<file path="src/rtl/poly_bram_reader.sv">
// Streams all 2**AW coefficients out of the coefficient BRAM in linear or bit-reversed
// order onto a valid/ready stream. Reads are only issued when the 2-entry FIFO has room.
module poly_bram_reader #(
    parameter int AW = 8,
    parameter int DW = 12
) (
    input  logic          clk,
    input  logic          rst,
    input  logic          start,
    input  logic          bitrev,
    output logic          busy,
    output logic          done,
    output logic [AW-1:0] raddr,
    input  logic [DW-1:0] rdata,
    output logic          m_valid,
    input  logic          m_ready,
    output logic [DW-1:0] m_data,
    output logic          m_last
);

    typedef enum logic [1:0] {S_IDLE, S_RUN, S_DRAIN} state_t;

    state_t        r_state;
    logic          r_bitrev;
    logic [AW-1:0] r_idx;
    logic          r_inflight;
    logic          r_inflightLast;
    logic [DW-1:0] r_fifoData [2];
    logic [1:0]    r_fifoLast;
    logic          r_head;
    logic [1:0]    r_count;
    logic          r_done;

    logic          w_pop;
    logic          w_issue;
    logic          w_lastIdx;
    logic          w_tail;
    logic [AW-1:0] w_idxRev;

    always_comb begin
        w_idxRev = '0;
        for (int b = 0; b < AW; b++) begin
            w_idxRev[b] = r_idx[AW-1-b];
        end
    end

    // A read may only be issued if its data is guaranteed a FIFO slot when it returns.
    assign w_pop     = m_valid && m_ready;
    assign w_lastIdx = (r_idx == {AW{1'b1}});
    assign w_issue   = (r_state == S_RUN) &&
                       (({1'b0, r_count} + {2'b00, r_inflight}) < (3'd2 + {2'b00, w_pop}));
    assign w_tail    = r_head ^ r_count[0];

    assign raddr   = r_bitrev ? w_idxRev : r_idx;
    assign busy    = (r_state != S_IDLE);
    assign done    = r_done;
    assign m_valid = (r_count != 2'd0);
    assign m_data  = r_fifoData[r_head];
    assign m_last  = m_valid && r_fifoLast[r_head];

    always_ff @(posedge clk) begin
        if (rst) begin
            r_state        <= S_IDLE;
            r_bitrev       <= 1'b0;
            r_idx          <= '0;
            r_inflight     <= 1'b0;
            r_inflightLast <= 1'b0;
            r_fifoData[0]  <= '0;
            r_fifoData[1]  <= '0;
            r_fifoLast     <= '0;
            r_head         <= 1'b0;
            r_count        <= '0;
            r_done         <= 1'b0;
        end else begin
            r_done <= 1'b0;
            case (r_state)
                S_IDLE: begin
                    if (start) begin
                        r_bitrev <= bitrev;
                        r_idx    <= '0;
                        r_state  <= S_RUN;
                    end
                end
                S_RUN: begin
                    // idx parks at N-1 after the final issue so raddr stays put while draining.
                    if (w_issue) begin
                        if (w_lastIdx) begin
                            r_state <= S_DRAIN;
                        end else begin
                            r_idx <= r_idx + AW'(1);
                        end
                    end
                end
                S_DRAIN: begin
                    if (w_pop && m_last) begin
                        r_state <= S_IDLE;
                        r_done  <= 1'b1;
                    end
                end
                default: r_state <= S_IDLE;
            endcase

            r_inflight     <= w_issue;
            r_inflightLast <= w_issue && w_lastIdx;

            if (r_inflight) begin
                r_fifoData[w_tail] <= rdata;
                r_fifoLast[w_tail] <= r_inflightLast;
            end
            if (w_pop) begin
                r_head <= ~r_head;
            end
            r_count <= r_count + {1'b0, r_inflight} - {1'b0, w_pop};
        end
    end

endmodule

</file>
<file path="config.mk">
export PLATFORM = sky130hd
export DESIGN_NAME = poly_bram_reader
export DESIGN_NICKNAME = d
export VERILOG_FILES = /design/src/rtl/poly_bram_reader.sv
export SDC_FILE = /design/constraint.sdc
export NUM_CORES = 1
export LEC_CHECK = 0
export BUFFER_PORTS_ARGS = -buffer_cell sky130_fd_sc_hd__buf_2
export CAP_MARGIN = 25
export CORE_MARGIN = 4
export CORE_UTILIZATION = 49
export CTS_BUF_LIST = sky130_fd_sc_hd__clkbuf_4 sky130_fd_sc_hd__clkbuf_8 sky130_fd_sc_hd__clkbuf_16
export DETAILED_ROUTE_END_ITERATION = 10
export PLACE_DENSITY = 0.73
export SLEW_MARGIN = 20
export SYNTH_ARGS = -nofsm -noshare
export SYNTH_HDL_FRONTEND = slang
export SYNTH_SLANG_ARGS = --single-unit
</file>
<file path="constraint.sdc">
create_clock -name clk -period 1.6 [get_ports clk]
set_input_delay 0.32 -clock clk [delete_from_list [all_inputs] [get_ports clk]]
set_output_delay 0.32 -clock clk [all_outputs]
set_load 0.02 [all_outputs]
</file>
==> impl_metrics.env, run 1 <==
export IMPL_status="finished, violations left"
export IMPL_violations="setup timing"
export IMPL_io_pins=41
export IMPL_ys_flop_type="edfxtp_1"
export IMPL_clock_path_buffers=2
export IMPL_holdWs_ns=0.269
export IMPL_core_area_mm2=0.00412
export IMPL_die_width_um=74.2
export IMPL_seq_area_mm2=0.00114
export IMPL_setup_viol=3
export IMPL_antenna_found_initial=0
export IMPL_p_int_w=0.00254
export IMPL_cap_viol_max_count=0
export IMPL_via_count=1568
export IMPL_arrival_ns=1.87
export IMPL_dr_pass1_iters=4
export IMPL_post_drt_wl_per_cell_um=14.9
export IMPL_grt_max_degree=16
export IMPL_grt_pass1_wl_mm=6.93
export IMPL_cts_buffers_inserted=5
export IMPL_synth_avg_cell_area_um2=11.2
export IMPL_rrSetupSlack_ns=-0.07
export IMPL_drt_wl_total_mm=4.54
export IMPL_seq_area_frac_synth=0.522
export IMPL_critPathRequiredTime_ns=1.80
export IMPL_drt_iter0_markers=99
export IMPL_slew_headroom=0.707
export IMPL_ctsHoldBuffers=0
export IMPL_grt_pass1_vias=1564
export IMPL_root_buffer="clkbuf_8"
export IMPL_netlist_area_mm2=0.00215
export IMPL_via_per_inst=5.14
export IMPL_finalCritPeriodShare=1.04
export IMPL_ff2ff_path_depth=9
export IMPL_grt_use_total=0.164
export IMPL_p_clk_frac=0.238
export IMPL_globalRouteOverflowTotal=0
export IMPL_min_period_ns=1.67
export IMPL_rsz0062_at_grt="yes"
export IMPL_place_ws_ns=-0.0667
export IMPL_gp_congestion=0.805
export IMPL_path_class="register to register"
export IMPL_syn_inst=191
export IMPL_yosys_cell_types_count=40
export IMPL_worst_slack_ns=-0.0711
export IMPL_rows=23
export IMPL_hold_viol=0
export IMPL_nFillCells=300
export IMPL_clk_latency_ns=0.30
export IMPL_endpoint_kind="register"
export IMPL_synth_edf_count=24
export IMPL_detail_route_antenna_nets=0
export IMPL_clkSinkCount=44
export IMPL_worst_path_max_fanout=3
export IMPL_fin_tns_setup_ns=-0.0893
export IMPL_power_switching_w=0.00113
export IMPL_synth_seq_cells=44
export IMPL_nets=276
export IMPL_hpwl_mm=3.11
export IMPL_critPathLaunchType="register"
export IMPL_cellPowerDensity_mw_per_mm2=1240
export IMPL_timing_fmax_ghz=0.598
export IMPL_io_buffers=40
export IMPL_maxSlewViolCount=0
export IMPL_async_reset_ff_frac=0
export IMPL_die_area_mm2=0.00550
export IMPL_holdCritPathClass="input port to register"
export IMPL_leakage_nw=1.25
export IMPL_fin_skew_ns=0.00596
export IMPL_worst_pin_slew_ns=0.440
export IMPL_ir_drop_mv=0.678
export IMPL_power_frac_comb=0.371
export IMPL_min_path_cells=3
export IMPL_drive_gt1_frac=0.486
export IMPL_seqPwrFrac=0.391
export IMPL_cts_tree="built"
export IMPL_swShare=0.308
export IMPL_utilization=0.717
export IMPL_drc=0
export IMPL_cts_max_level=2
export IMPL_syn_nets=213
export IMPL_insertedDiodeCount=0
export IMPL_yosysWarnings=0
export IMPL_start_util=0.521
export IMPL_cts_clk_slew_worst_paths_ns=0.08
export IMPL_multi_input_area_mm2=0.00110
export IMPL_dieHeight_um=74.2
export IMPL_area_growth_pct=37.5
==> repair_timing <==
item	CTS	global route
setup buffers	1	3
setup endpoints to repair	27	30
resized for setup	8	60
pin swaps	4	11
cloned	0	1
==> cells in the mapped netlist (all sizes together) (2+ instances only) <==
cell type / n / area (µm²)
a21o: 2 / 15.0
a21oi: 7 / 35.0
a31oi: 2 / 18.8
and2: 24 / 150
buf: 4 / 18.8
clkbuf: 5 / 18.8
dfxtp: 20 / 400
edfxtp: 24 / 721
ha: 5 / 62.6
inv: 9 / 33.8
mux2: 20 / 225
mux2i: 3 / 30.0
nand2: 6 / 27.5
nand2b: 6 / 37.5
nand3: 6 / 30.0
nand3b: 2 / 15.0
nor2: 15 / 56.3
nor2b: 3 / 18.8
nor4b: 2 / 32.5
o21ai: 9 / 60.1
o32ai: 2 / 25.0
or2: 2 / 12.5
xnor2: 2 / 17.5
xor2: 3 / 26.3
==> power groups by stage <==
stage	clock network, W	registers, W	logic, W
2_1_floorplan	0	0.00142	0.000663
3_3_place_gp	0	0.00142	0.000978
3_5_place_dp	0	0.00143	0.000999
4_1_cts	0.000877	0.00142	0.00103
5_1_grt	0.000936	0.00145	0.00148
6_report	0.000873	0.00144	0.00136
==> cells by family after synthesis <==
kind of cell,after synthesis,synth area share
compound gates,25,0.0822
xor+xnor,5,0.0204
fa+ha+maj,5,0.0292
buf+inv,18,0.0332
flops,44,0.522
mux,23,0.119
simple gates,71,0.194
==> routing by layer <==
| metal | GRT usage | wire length, µm | part of all wire | up-vias |
|---|---|---|---|---|
| met2 | 0.269 | 2290 | 0.50 | 34 |
| met1 | 0.214 | 2000 | 0.44 | 736 |
| met4 | 0.0664 | 57 | 0.013 | 0 |
| met5 | 0 | 0 | 0 | - |
| li1 | - | - | - | 792 |
| met3 | 0.0324 | 193 | 0.043 | 6 |
==> per-stage QoR <==
stage	cells	power [W]	instance area [µm²]
final	305	0.00367	2950
after CTS	301	0.00332	2690
after global placement	292	0.00240	2550
after global routing	305	0.00386	2950
after floorplan	191	0.00209	2160
after detailed placement	292	0.00243	2550
==> path summary, 6_finish.rpt <==
check,from,end
setup / recovery,r_count[0],r_count[1]
hold / removal,bitrev,r_bitrev
hold reg to reg,r_inflightLast,r_fifoLast[1]
setup reg to reg,r_count[0],r_count[1]
==> cells in the final DEF (no fill, tap or decap), drive strengths merged, types with 3 or more instances in the layout <==
cell	Yosys	final
and2	24	24
mux2	20	20
inv	9	10
nor2	15	15
a21oi	7	7
buf	4	64
clkbuf	5	6
edfxtp	24	24
nand2b	6	6
nand2	6	6
xor2	3	3
o21ai	9	9
ha	5	5
mux2i	3	3
nor2b	3	3
dfxtp	20	20
nand3	6	6
==> worst max-delay path, stage by stage, from the launching register on <==
cell and delay, ns:
dfxtp_4 0.36, buf_4 0.14, o21ai_4 0.19, inv_2 0.07, ha_4 0.26, inv_1 0.03, ha_2 0.16, xor2_1 0.19
xnor2_1 0.13, nor2_1 0.05
==> registers in the layout, indices dropped and copies added (netlist names), named ones only <==
name	count
r_fifoData	24
r_idx	8
r_count	2
r_fifoLast	2
r_state	2
done	1
r_bitrev	1
r_head	1
r_inflight	1
r_inflightLast	1
==> layout make-up <==
class,instances,area share
Inverter,9,0.0115
Multi-Input combinational cell,129,0.374
Sequential cell,44,0.385
Clock buffer,5,0.0233
Clock inverter,3,0.0157
Tap cell,50,0.0212
Timing Repair Buffer,65,0.169
No activity file was read; power rests on OpenSTA's default activity.
==> run 2, diff against run 1 <==
- SETUP_SLACK_MARGIN: not set -> 0.15
==> impl_metrics.env, run 2 (synthesis gave the netlist of run 1 again) <==
export IMPL_arrival_ns=1.84
export IMPL_drc=0
export IMPL_path_delay_family="adder cells"
export IMPL_utilization=0.741
export IMPL_worst_path_max_fanout=4
export IMPL_rows=23
export IMPL_cts_buffers_inserted=5
export IMPL_post_drt_wl_per_cell_um=16.0
export IMPL_critPathLaunchType="register"
export IMPL_ir_drop_mv=1.08
export IMPL_grt_max_degree=16
export IMPL_grt_pass1_vias=1635
export IMPL_dp_cells=293
export IMPL_clock_path_buffers=2
export IMPL_cellPowerDensity_mw_per_mm2=1250
export IMPL_holdCritStartpoint="bitrev"
export IMPL_gp_congestion=0.834
export IMPL_clkSinkCount=44
export IMPL_clk_latency_ns=0.30
export IMPL_nets=280
export IMPL_hold_viol=0
export IMPL_via_per_inst=5.45
export IMPL_r2r_start="r_count[0]"
export IMPL_dr_pass1_iters=4
export IMPL_io_pins=41
export IMPL_min_period_ns=1.62
export IMPL_die_area_mm2=0.00550
export IMPL_hpwl_mm=3.13
export IMPL_path_class="register to register"
export IMPL_cap_viol_max_count=0
export IMPL_fin_skew_ns=0.00550
export IMPL_final_cell_mix="26 x buf_2, 24 x and2_1, 24 x edfxtp_1"
export IMPL_worst_slack_ns=-0.0160
export IMPL_cts_clk_slew_worst_paths_ns=0.08
export IMPL_timing_fmax_ghz=0.619
export IMPL_grt_pass1_wl_mm=7.43
export IMPL_crit_path_start="r_count[0]"
export IMPL_drt_wl_total_mm=4.95
export IMPL_fin_tns_setup_ns=-0.0160
export IMPL_drive_gt1_frac=0.506
export IMPL_dieHeight_um=74.2
export IMPL_grt_use_total=0.177
export IMPL_path_cells="ha_4, ha_4, o21ai_4, nor4b_4, buf_4, a21oi_2, a211oi_2"
export IMPL_detail_route_antenna_nets=0
export IMPL_maxSlewViolCount=0
export IMPL_drt_iter0_markers=116
export IMPL_finalCritPeriodShare=1.01
export IMPL_cts_max_level=2
export IMPL_crit_top_cell="ha_4"
export IMPL_setup_viol=1
export IMPL_rsz0062_at_grt="yes"
export IMPL_via_count=1683
export IMPL_slowest_stage="dfxtp_4"
export IMPL_final_cells=309
export IMPL_critPathRequiredTime_ns=1.82
export IMPL_violations="setup timing"
export IMPL_final_common_cell="buf_2"
export IMPL_leakage_nw=1.29
export IMPL_holdCritPathClass="input port to register"
export IMPL_path_buf_inv=1
export IMPL_insertedDiodeCount=0
export IMPL_io_buffers=40
export IMPL_cts_tree="built"
export IMPL_slew_headroom=0.795
export IMPL_place_ws_ns=-0.0647
export IMPL_start_util=0.521
export IMPL_area_growth_pct=42.1
export IMPL_root_buffer="clkbuf_8"
export IMPL_endpoint_kind="register"
export IMPL_status="finished, violations left"
export IMPL_globalRouteOverflowTotal=0
export IMPL_antenna_found_initial=0
export IMPL_die_width_um=74.2
export IMPL_nFillCells=274
export IMPL_largest_reg_flops=24
export IMPL_largestRegisters="r_fifoData (24), r_idx (8)"
export IMPL_cp_slowest_stage_delay_ns=0.37
export IMPL_worst_pin_slew_ns=0.306
export IMPL_core_area_mm2=0.00412
export IMPL_top_register="r_fifoData"
[run 2: worst reg2reg max path: stages, from the launching register on]
cell and delay, ns:
dfxtp_4 0.37, ha_4 0.16, ha_4 0.22, o21ai_4 0.09
nor4b_4 0.31, buf_4 0.19, a21oi_2 0.06, a211oi_2 0.14
[run 2: repair_timing]
action                                  CTS  global route
endpoints found under the setup margin   46            70
hold buffers                              0             0
buffers inserted                          4             3
gates cloned                              0             1
pin swaps                                 6             5
resized for setup                        45            31
[run 2: worst paths after layout]
check / to / slack [ns] / cells past startpoint
worst min register to register: r_fifoLast[0] / 0.45 / 2
worst max register to register: r_idx[4] / -0.02 / 7
worst min-delay path: r_bitrev / 0.25 / 3
worst max-delay path: r_idx[4] / -0.02 / 7
[run 2: metal layers]
layer / up-vias / wire, µm / GRT usage
li1: 808 / - / -
met4: 0 / 52 / 0.0724
met3: 6 / 277 / 0.0500
met1: 824 / 2000 / 0.199
met5: - / 0 / 0
met2: 45 / 2620 / 0.316
[run 2: metrics by stage]
step	hold WS [ns]	instance area [µm²]	total power, W
floorplan	0.406	2200	0.00212
global placement	0.437	2590	0.00241
detailed placement	0.448	2590	0.00244
CTS	0.250	2890	0.00357
global route	0.307	3050	0.00400
finish	0.252	3050	0.00382
[run 2: report_power, final]
group | leakage [nW] | switching (W) | total [W] | internal (W)
Clock | 0.0541 | 0.000386 | 0.000848 | 0.000462
Combinational | 0.821 | 0.000704 | 0.00152 | 0.000818
Sequential | 0.417 | 0.000101 | 0.00145 | 0.00135
[run 2: cell type report]
class / count / area (µm²) / share of cell area
Clock inverter: 3 / 42.5 / 0.0140
Clock buffer: 5 / 68.8 / 0.0226
Sequential cell: 44 / 1140 / 0.374
Multi-Input combinational cell: 129 / 1140 / 0.373
Timing Repair Buffer: 69 / 562 / 0.184
Tap cell: 50 / 62.6 / 0.0205
Inverter: 9 / 33.8 / 0.0111
==> run 3, diff against run 2 <==
- MAX_ROUTING_LAYER: not set -> met4
==> impl_metrics.env, run 3 (synthesis gave the netlist of run 1 again) <==
export IMPL_grt_pass1_wl_mm=7.42
export IMPL_area_growth_pct=42.1
export IMPL_core_area_mm2=0.00412
export IMPL_r2r_start="r_count[0]"
export IMPL_dr_pass1_iters=4
export IMPL_min_path_cells=3
export IMPL_insertedDiodeCount=0
export IMPL_holdWs_ns=0.252
export IMPL_cap_viol_max_count=0
export IMPL_critPathRequiredTime_ns=1.82
export IMPL_antenna_found_initial=0
export IMPL_hold_viol=0
export IMPL_cts_buffers_inserted=5
export IMPL_die_width_um=74.2
export IMPL_drc=0
export IMPL_arrival_ns=1.84
export IMPL_globalRouteOverflowTotal=0
export IMPL_grt_pass1_vias=1635
export IMPL_dieHeight_um=74.2
export IMPL_detail_route_antenna_nets=0
export IMPL_cts_max_level=2
export IMPL_hpwl_mm=3.13
export IMPL_gp_congestion=0.847
export IMPL_setup_viol=1
export IMPL_timing_fmax_ghz=0.617
export IMPL_min_period_ns=1.62
export IMPL_ctsHoldBuffers=0
export IMPL_cts_tree="built"
export IMPL_worst_path_max_fanout=4
export IMPL_crit_path_start="r_count[0]"
export IMPL_drt_iter0_markers=87
export IMPL_clk_latency_ns=0.30
export IMPL_top_register="r_fifoData"
export IMPL_rsz0062_at_grt="yes"
export IMPL_cp_endpoint="r_idx[4]"
export IMPL_via_per_inst=5.41
export IMPL_rows=23
export IMPL_io_buffers=40
export IMPL_clkSinkCount=44
export IMPL_drt_wl_total_mm=4.92
export IMPL_maxSlewViolCount=0
export IMPL_violations="setup timing"
export IMPL_place_ws_ns=-0.0647
export IMPL_cts_clk_slew_worst_paths_ns=0.08
export IMPL_clock_path_buffers=2
export IMPL_leakage_nw=1.29
export IMPL_root_buffer="clkbuf_8"
export IMPL_start_util=0.521
export IMPL_worst_slack_ns=-0.0220
export IMPL_timing_rr_end="r_idx[4]"
export IMPL_holdCritPathClass="input port to register"
export IMPL_io_pins=41
export IMPL_final_area_mm2=0.00305
export IMPL_slew_headroom=0.808
export IMPL_grt_use_total=0.183
export IMPL_ir_drop_mv=1.07
export IMPL_finalCritPeriodShare=1.01
export IMPL_die_area_mm2=0.00550
export IMPL_fin_tns_setup_ns=-0.0220
export IMPL_via_count=1673
export IMPL_path_class="register to register"
export IMPL_placedInstanceArea_mm2=0.00259
export IMPL_final_cell_mix="26 x buf_2, 24 x and2_1, 24 x edfxtp_1"
export IMPL_grt_max_degree=16
export IMPL_nets=280
export IMPL_endpoint_kind="register"
export IMPL_ff2ff_path_depth=7
export IMPL_post_drt_wl_per_cell_um=15.9
export IMPL_drive_gt1_frac=0.506
export IMPL_worst_pin_slew_ns=0.287
export IMPL_critPathLaunchType="register"
export IMPL_status="finished, violations left"
export IMPL_fin_skew_ns=0.00408
export IMPL_largestRegisters="r_fifoData (24), r_idx (8)"
export IMPL_final_common_cell="buf_2"
export IMPL_largest_reg_flops=24
export IMPL_cellPowerDensity_mw_per_mm2=1250
export IMPL_rrSetupSlack_ns=-0.02
export IMPL_holdCritStartpoint="bitrev"
-- run 3: critical path, stage by stage, from the launching register on --
cell and delay [ns]:
dfxtp_4 0.37, ha_4 0.16, ha_4 0.22, o21ai_4 0.09, nor4b_4 0.31, buf_4 0.19, a21oi_2 0.06, a211oi_2 0.15
-- run 3: power breakdown --
group          internal [W]  switching [W]  leakage (nW)
combinational      0.000818       0.000700         0.821
clock              0.000462       0.000382        0.0541
sequential          0.00135       0.000100         0.417
-- run 3: worst min-delay path by stage --
| stage | end | slack [ns] |
|---|---|---|
| global route | r_fifoData[1][0] | 0.31 |
| global placement | r_fifoLast[1] | 0.44 |
| CTS | r_bitrev | 0.25 |
| detailed placement | r_fifoLast[0] | 0.45 |
| finish | r_bitrev | 0.25 |
| floorplan | r_inflight | 0.41 |
-- run 3: metrics by stage --
step / instances / power (W) / util
2_1_floorplan: 191 / 0.00212 / -
3_3_place_gp: 293 / 0.00241 / 0.628
3_5_place_dp: 293 / 0.00244 / 0.628
4_1_cts: 305 / 0.00357 / 0.701
5_1_grt: 309 / 0.00400 / 0.741
6_report: 309 / 0.00381 / 0.741
-- run 3: what timing repair did --
| item | CTS | global route |
|---|---|---|
| resized for setup | 45 | 31 |
| gates cloned | 0 | 1 |
| pin swaps | 6 | 5 |
| buffers inserted | 4 | 3 |
| setup endpoints to repair | 46 | 70 |
-- run 3: cell type report --
cell class                      count  area, µm²
Clock buffer                        5       68.8
Sequential cell                    44       1140
Tap cell                           50       62.6
Inverter                            9       33.8
Multi-Input combinational cell    129       1140
Clock inverter                      3       42.5
Fill cell                         274       1070
Timing Repair Buffer               69        562
-- run 3: metal layers --
metal / global-route usage / vias up / wire length [µm]
met5: - / - / 0
met4: 0.0724 / 0 / 53
met3: 0.0500 / 6 / 298
met2: 0.317 / 50 / 2600
met1: 0.197 / 810 / 1960
li1: - / 807 / -
